`src/rtl/ex_mem_flag_stage.sv`:
```
// EX/MEM pipeline boundary: latches the ALU result and writeback control,
// owns the Z/V/N flag register, gates addz and resolves conditional branches.
module ex_mem_flag_stage #(
  parameter int DW = 16,
  parameter int RW = 4
) (
  input  logic          clk,
  input  logic          rst_n,
  input  logic          stall,
  input  logic          flush,
  input  logic          ex_vld,
  input  logic [2:0]    ex_alu_ctrl,
  input  logic          ex_is_alu,
  input  logic          ex_is_addz,
  input  logic          ex_is_br,
  input  logic [2:0]    ex_ccc,
  input  logic [DW-1:0] ex_br_tgt,
  input  logic          ex_rf_we,
  input  logic [RW-1:0] ex_rf_dst,
  input  logic [DW-1:0] alu_result,
  input  logic          alu_ov,
  input  logic          alu_zr,
  input  logic          alu_ne,
  output logic          mem_vld,
  output logic [DW-1:0] mem_result,
  output logic          mem_rf_we,
  output logic [RW-1:0] mem_rf_dst,
  output logic          flag_z,
  output logic          flag_v,
  output logic          flag_n,
  output logic          br_taken,
  output logic [DW-1:0] br_tgt
);

  localparam logic [2:0] CTRL_ADD = 3'b000;
  localparam logic [2:0] CTRL_LHB = 3'b001;
  localparam logic [2:0] CTRL_SUB = 3'b010;

  logic          mem_vld_r, mem_rf_we_r, br_taken_r;
  logic [DW-1:0] mem_result_r, br_tgt_r;
  logic [RW-1:0] mem_rf_dst_r;
  logic          flag_z_r, flag_v_r, flag_n_r;

  logic          mem_vld_s, mem_rf_we_s, br_taken_s;
  logic [DW-1:0] mem_result_s, br_tgt_s;
  logic [RW-1:0] mem_rf_dst_s;
  logic          flag_z_s, flag_v_s, flag_n_s;
  logic          bubble_s, exec_s, cond_s;

  // Branch condition evaluated against the flags as they stood before this edge.
  function automatic logic cond_eval(input logic [2:0] ccc, input logic z,
                                     input logic v, input logic n);
    logic r;
    case (ccc)
      3'b000:  r = ~z;
      3'b001:  r = z;
      3'b010:  r = ~z & ~n;
      3'b011:  r = n;
      3'b100:  r = z | ~n;
      3'b101:  r = n | z;
      3'b110:  r = v;
      3'b111:  r = 1'b1;
      default: r = 1'b0;
    endcase
    return r;
  endfunction

  // Classify this cycle and resolve addz gating and the branch condition.
  always_comb begin
    bubble_s = flush | (~stall & ~ex_vld);
    exec_s   = ~ex_is_addz | flag_z_r;
    cond_s   = cond_eval(ex_ccc, flag_z_r, flag_v_r, flag_n_r);
  end

  // Next-state for the MEM registers and flag register; stall falls through to hold.
  always_comb begin
    mem_vld_s    = mem_vld_r;
    mem_rf_we_s  = mem_rf_we_r;
    mem_result_s = mem_result_r;
    mem_rf_dst_s = mem_rf_dst_r;
    br_taken_s   = br_taken_r;
    br_tgt_s     = br_tgt_r;
    flag_z_s     = flag_z_r;
    flag_v_s     = flag_v_r;
    flag_n_s     = flag_n_r;
    if (bubble_s) begin
      mem_vld_s    = 1'b0;
      mem_rf_we_s  = 1'b0;
      mem_result_s = {DW{1'b0}};
      mem_rf_dst_s = {RW{1'b0}};
      br_taken_s   = 1'b0;
      br_tgt_s     = {DW{1'b0}};
    end else if (stall) begin
      mem_vld_s = mem_vld_r;
    end else begin
      mem_vld_s    = 1'b1;
      mem_rf_we_s  = ex_rf_we & exec_s;
      mem_result_s = alu_result;
      mem_rf_dst_s = ex_rf_dst;
      br_taken_s   = ex_is_br & cond_s;
      br_tgt_s     = ex_br_tgt;
      // A suppressed addz and any non-ALU instruction leave the flags alone.
      if (ex_is_alu && exec_s) begin
        case (ex_alu_ctrl)
          CTRL_ADD, CTRL_SUB: begin
            flag_z_s = alu_zr;
            flag_v_s = alu_ov;
            flag_n_s = alu_ne;
          end
          CTRL_LHB: begin
            flag_z_s = flag_z_r;
          end
          default: begin
            flag_z_s = alu_zr;
          end
        endcase
      end else begin
        flag_z_s = flag_z_r;
      end
    end
  end

  // State registers with synchronous active-low reset overriding stall and flush.
  always_ff @(posedge clk) begin
    if (!rst_n) begin
      mem_vld_r    <= 1'b0;
      mem_rf_we_r  <= 1'b0;
      mem_result_r <= {DW{1'b0}};
      mem_rf_dst_r <= {RW{1'b0}};
      br_taken_r   <= 1'b0;
      br_tgt_r     <= {DW{1'b0}};
      flag_z_r     <= 1'b0;
      flag_v_r     <= 1'b0;
      flag_n_r     <= 1'b0;
    end else begin
      mem_vld_r    <= mem_vld_s;
      mem_rf_we_r  <= mem_rf_we_s;
      mem_result_r <= mem_result_s;
      mem_rf_dst_r <= mem_rf_dst_s;
      br_taken_r   <= br_taken_s;
      br_tgt_r     <= br_tgt_s;
      flag_z_r     <= flag_z_s;
      flag_v_r     <= flag_v_s;
      flag_n_r     <= flag_n_s;
    end
  end

  assign mem_vld    = mem_vld_r;
  assign mem_rf_we  = mem_rf_we_r;
  assign mem_result = mem_result_r;
  assign mem_rf_dst = mem_rf_dst_r;
  assign br_taken   = br_taken_r;
  assign br_tgt     = br_tgt_r;
  assign flag_z     = flag_z_r;
  assign flag_v     = flag_v_r;
  assign flag_n     = flag_n_r;

endmodule

```
`config.mk`:
```
export PLATFORM = sky130hd
export DESIGN_NAME = ex_mem_flag_stage
export DESIGN_NICKNAME = d
export VERILOG_FILES = /design/src/rtl/ex_mem_flag_stage.sv
export SDC_FILE = /design/constraint.sdc
export NUM_CORES = 1
export LEC_CHECK = 0
export CORE_MARGIN = 2
export CORE_UTILIZATION = 39
export DETAILED_ROUTE_END_ITERATION = 8
export DONT_BUFFER_PORTS = 1
export GPL_TIMING_DRIVEN = 1
export PLACE_DENSITY = 0.56
export SLEW_MARGIN = 15
export SYNTH_ARGS = -nofsm -noshare
export SYNTH_HDL_FRONTEND = slang
export SYNTH_SLANG_ARGS = --single-unit
export TNS_END_PERCENT = 50
```
`constraint.sdc`:
```
create_clock -name clk -period 2.1 [get_ports clk]
set_input_delay 0.21 -clock clk [delete_from_list [all_inputs] [get_ports clk]]
set_output_delay 0.21 -clock clk [all_outputs]
set_load 0.01 [all_outputs]
```
==> results.toml, run 1 <==
[status]
outcome = "finished clean"

[sta]
finalHoldViolCount = 0
tns_ns = 0
rsz0062_at_grt = "false"
tightest_slew_ns = 0.4315
timing.max_slew.rel_slack = 0.7087
skew_ns = 0.0004212
holdWs_ns = 0.05329
fin_ws_ns = 0.7323
fin_crit_sh = 0.6513
slew_violations = 0
period_minus_slack_ns = 1.368
fmax_ghz = 0.7312
setup_violations = 0

[floorplanning]
num_rows = 23
initial_core_util = 0.4036
dieWidth_um = 68.11
io_pins = 96
fp.coreArea_um2 = 3971
die_area_um2 = 4638
chipHeight_um = 68.11

[power]
p_leak_uw = 0.0007291
ir_worst_vdd_mv = 0.4118
power_density_nw_per_um2 = 817.7

[clock_network]
worstSkewPairLatency_ns = 0.28
clk_pin_slew_ns = 0.07
cts_tree = "yes"
cts-root-buf = "clkbuf_8"
cts_buffers = 5
post-cts-setup-buffer-count = 0
cts_htree_levels = 2
cts.path.max_buffers = 2
numClockSinks = 42

[placement]
pre_cts_ws_ns = 0.7479
post_dp_cell_area_um2 = 1630
portBuffers = 0
gp_congestion = 0.7905
dp.final_hpwl_mm = 2.230

[cells_and_area]
layout_commonest_cell = "dfxtp_1"
nets = 209
drive_gt1_frac = 0.06494
fin_util = 0.4338
layout_common_cells = "dfxtp_1, mux2i_1, nor2_1"
fin_area_um2 = 1723
n_antenna_cell = 0
area.growth.synth_to_final_pct = 7.494
fill_cells = 382

[routing]
via_per_inst = 5.225
drt_iter0_drc = 51
antenna_left = 0
drt_pass1_iterations = 3
wire_per_inst_um = 14.96
drc = 0
via_count = 1066
drt-total-wl_mm = 3.051

[setup_path]
worstRegToRegCells = 4
start_kind = "flop"
cp_slowest_stage_delay_ns = 0.53
cp.arrival_ns = 1.58
path_buf_inv = 0
crit_required_ns = 2.32
crit_chain = "maj3_1, nor3b_1, or4_1, o22ai_2"
cp.depth = 4
crit_fanout = 5
slowest_stage = "or4_1"
critical-path-top-delay-family = "simple AND/OR/NAND/NOR gates"
criticalPathCategory = "flop to flop"
cp-end-kind = "flop"

[logic_synthesis]
syn-cell-area_um2 = 1603
synth_edf_count = 0
ys_seq_elements = 42
synth-seq-area-share = 0.5246
synth_cell_type_count = 21
synth_ff_type = "dfxtp_1"
avgSynthCellArea_um2 = 10.34
ys_async_sr_fraction = 0
synthCells = 155
syn-num-nets = 209
yosysWarnings = 0

[grt]
grt_use_met1 = 0.1472
grt_pass1_vias = 1103
grt-busiest-layer = "met2"
grt_pass1_wl_mm = 4.609
grt_use_met2 = 0.2257
grt_overflow = 0
met3_usage = 0.05428
grt_max_degree = 44
grt_antenna_before_repair = 0
grt.total_usage = 0.1367

[run]
cap_violations = 0

[min_path]
min_path_cells = 1
hold_class = "primary input to flop"
[cells by family after synthesis]
family,Yosys count,synth area share
buf+inv,12,0.03357
fa+ha+maj,1,0.006245
simple gates,54,0.1577
flops,42,0.5246
mux,39,0.2436
compound gates,7,0.03435
[stage by stage]
stage	total power, uW	instances
floorplan	941.9	155
global placement	933.8	197
detailed placement	937.3	197
CTS	1431	204
global route	1476	204
finish	1409	204
[registers in the layout, indices dropped and copies added, names as in the netlist]
name        flops
mem_result     16
flag_v          1
flag_z          1
mem_rf_dst      4
flag_n          1
mem_rf_we       1
br_taken        1
br_tgt         16
mem_vld         1
[what timing repair did]
item	CTS	global route
hold endpoints to repair	1	0
gates resized for setup	0	0
hold buffers	1	0
[cells in the mapped netlist (2+ instances only)]
cell type   n  area, um2
mux2i_1    39      390.4
buf_2       7      35.03
clkbuf_1    2      7.510
nor3b_1     3      22.52
nand2b_1    3      18.77
inv_1       3      11.26
nor2_1     37      138.9
dfxtp_1    42      840.8
nand2_1     2      7.510
nor2b_1     4      25.02
nand3b_1    2      15.01
a21oi_1     2      10.01
[power by group]
group / total (uW) / switching [uW] / internal, uW
clock: 490 / 237 / 253
combinational: 77.8 / 31.5 / 46.2
sequential: 841 / 23.7 / 817
total: 1410 / 292 / 1120
[per-layer routing]
| layer | vias up | share of wire | wire, um |
|---|---|---|---|
| met3 | 7 | 0.11 | 350 |
| met2 | 59 | 0.49 | 1495 |
| met5 | - | 0 | 0 |
| li1 | 515 | - | - |
| met1 | 485 | 0.38 | 1152 |
| met4 | 0 | 0.017 | 53 |
[path summary, 6_finish.rpt]
path,startpoint,to,slack [ns]
setup / recovery,flag_n,br_taken,0.73
hold / removal,rst_n,flag_v,0.05
setup reg to reg,flag_n,br_taken,0.73
hold reg to reg,mem_vld,mem_vld,0.50
[layout make-up]
class | count | area, um2 | area share
Tap cell | 50 | 62.56 | 0.03631
Inverter | 3 | 11.26 | 0.006536
Sequential cell | 42 | 840.8 | 0.4880
Timing Repair Buffer | 2 | 17.52 | 0.01017
Clock buffer | 6 | 82.58 | 0.04793
Multi-Input combinational cell | 101 | 708.2 | 0.4110
Power figures use the tool's default switching activity.
==> run 2: changes to the inputs <==
- PLACE_DENSITY: 0.56 -> 0.58
- clock period: 2.1 -> 1.2 ns (I/O delays scaled with it)
==> results.toml, run 2 (synthesized netlist as in run 1, its figures left out) <==
[setup_path]
endpoint = "br_taken"
crit_chain = "nand2b_4, nor3b_1, or4_4, o22ai_2"
worstRegToRegCells = 4
cp-end-kind = "flop"
slowest_stage = "or4_4"
timing.rr.start = "flag_z"
timing.rr.end = "br_taken"
cp_slowest_stage_delay_ns = 0.52
ff2ff_setup_slack_ns = 0.01
crit_fanout = 6
startpoint = "flag_z"
criticalPathCategory = "flop to flop"
cp.arrival_ns = 1.40
start_kind = "flop"
crit_required_ns = 1.41

[sta]
setup_violations = 0
finalHoldViolCount = 2
timing.max_slew.rel_slack = 0.7756
period_minus_slack_ns = 1.189
holdWs_ns = -0.02214
tightest_slew_ns = 0.3313
fmax_ghz = 0.8408
skew_ns = 0.006448
fin_crit_sh = 0.9912
rsz0062_at_grt = "true"
slew_violations = 0

[floorplanning]
initial_core_util = 0.4036
dieWidth_um = 68.11
die_area_um2 = 4638
chipHeight_um = 68.11
num_rows = 23
io_pins = 96
fp.coreArea_um2 = 3971

[power]
pwr-share-clk = 0.349
swShare = 0.2201
power_density_nw_per_um2 = 1223
combPwrFrac = 0.093
internal_power_uw = 2052
p_leak_uw = 0.0009163
p_switching_uw = 579.1
seqPwrFrac = 0.558
ir_worst_vdd_mv = 0.7766

[cells_and_area]
area.growth.synth_to_final_pct = 34.19
nets = 248
n_antenna_cell = 0
drive_gt1_frac = 0.1077
fin_util = 0.5416
layout_common_cells = "mux2i_1, dfxtp_1, dlygate4sd3_1"

[clock_network]
worstSkewPairLatency_ns = 0.28
cts_buffers = 5
cts_tree = "yes"
post-cts-setup-buffer-count = 0
cts-root-buf = "clkbuf_8"
cts.path.max_buffers = 2
numClockSinks = 42
ctsHoldBuffers = 38
clk_pin_slew_ns = 0.08
cts_htree_levels = 2

[grt]
grt_max_degree = 44
grt_overflow = 0
grt_antenna_before_repair = 0
grt.total_usage = 0.1562
grt_pass1_wl_mm = 5.209
grt_pass1_vias = 1207

[placement]
dp.final_hpwl_mm = 2.364
gp_congestion = 0.7094
portBuffers = 0

[routing]
drt-total-wl_mm = 3.863
antenna_left = 0
via_count = 1240
via_per_inst = 5.061
drc = 0
drt_iter0_drc = 30
wire_per_inst_um = 15.77
drt_pass1_iterations = 4

[run]
cap_violations = 0

[status]
violations = "hold timing"
outcome = "finished with violations"

[min_path]
hold_class = "primary input to flop"
## run 2: cell types whose count changed in the layout (fill, tap and decap cells not counted), sizes merged
cell	previous run	this run
buf	1	3
clkinv	0	1
clkinvlp	0	1
dlygate4sd3	1	38
## run 2: area by class of cell
class	instances	area, um2
Clock buffer	6	82.58
Clock inverter	2	12.51
Fill cell	344	1821
Inverter	3	11.26
Multi-Input combinational cell	101	725.7
Sequential cell	42	849.6
Tap cell	50	62.56
Timing Repair Buffer	41	406.6
## run 2: per-layer routing
| metal | wire length (um) | track usage |
|---|---|---|
| met5 | 0 | 0 |
| met4 | 31 | 0.06500 |
| met3 | 367 | 0.07072 |
| met2 | 2050 | 0.2864 |
| met1 | 1413 | 0.1497 |
## run 2: per-stage QoR
stage	instances	power, uW	TNS [ns]	setup WS [ns]	instance area, um2
after floorplan	155	1646	0	0.07452	1607
after global placement	199	1633	0	0.07005	1649
after detailed placement	199	1642	-0.03422	-0.03422	1649
after CTS	245	2675	-0.03997	-0.03997	2125
after global routing	245	2757	-0.02476	-0.02476	2151
final	245	2631	0	0.01061	2151
## run 2: critical path: cells and delay by family (launching register included)
kind | cells | cell delay, ns
and+or+nand+nor | 3 | 0.64
AOI/OAI and AO/OA | 1 | 0.10
DFF | 1 | 0.38
## run 2: repair_timing
| action | CTS | global route |
|---|---|---|
| pin swaps | 0 | 2 |
| cloned | 0 | 0 |
| endpoints found under the hold margin | 40 | 15 |
| setup endpoints to repair | 1 | 3 |
| gates resized for setup | 0 | 9 |
## run 2: how the worst min path moves through the flow
stage	startpoint	cells after the start	to	slack, ns
floorplan	rst_n	1	flag_n	0.25
global placement	stall	1	mem_vld	0.22
detailed placement	stall	1	mem_vld	0.22
CTS	stall	2	mem_rf_we	-0.04
global route	stall	2	mem_rf_we	-0.03
finish	stall	2	mem_rf_we	-0.02
## run 2: power by group through the flow
| stage | sequential (uW) | clock, uW | combinational, uW |
|---|---|---|---|
| 6_report | 1470 | 918 | 245 |
| 5_1_grt | 1470 | 1020 | 265 |
| 4_1_cts | 1470 | 969 | 237 |
| 3_5_place_dp | 1500 | 0 | 140 |
| 3_3_place_gp | 1500 | 0 | 132 |
| 2_1_floorplan | 1490 | 0 | 152 |
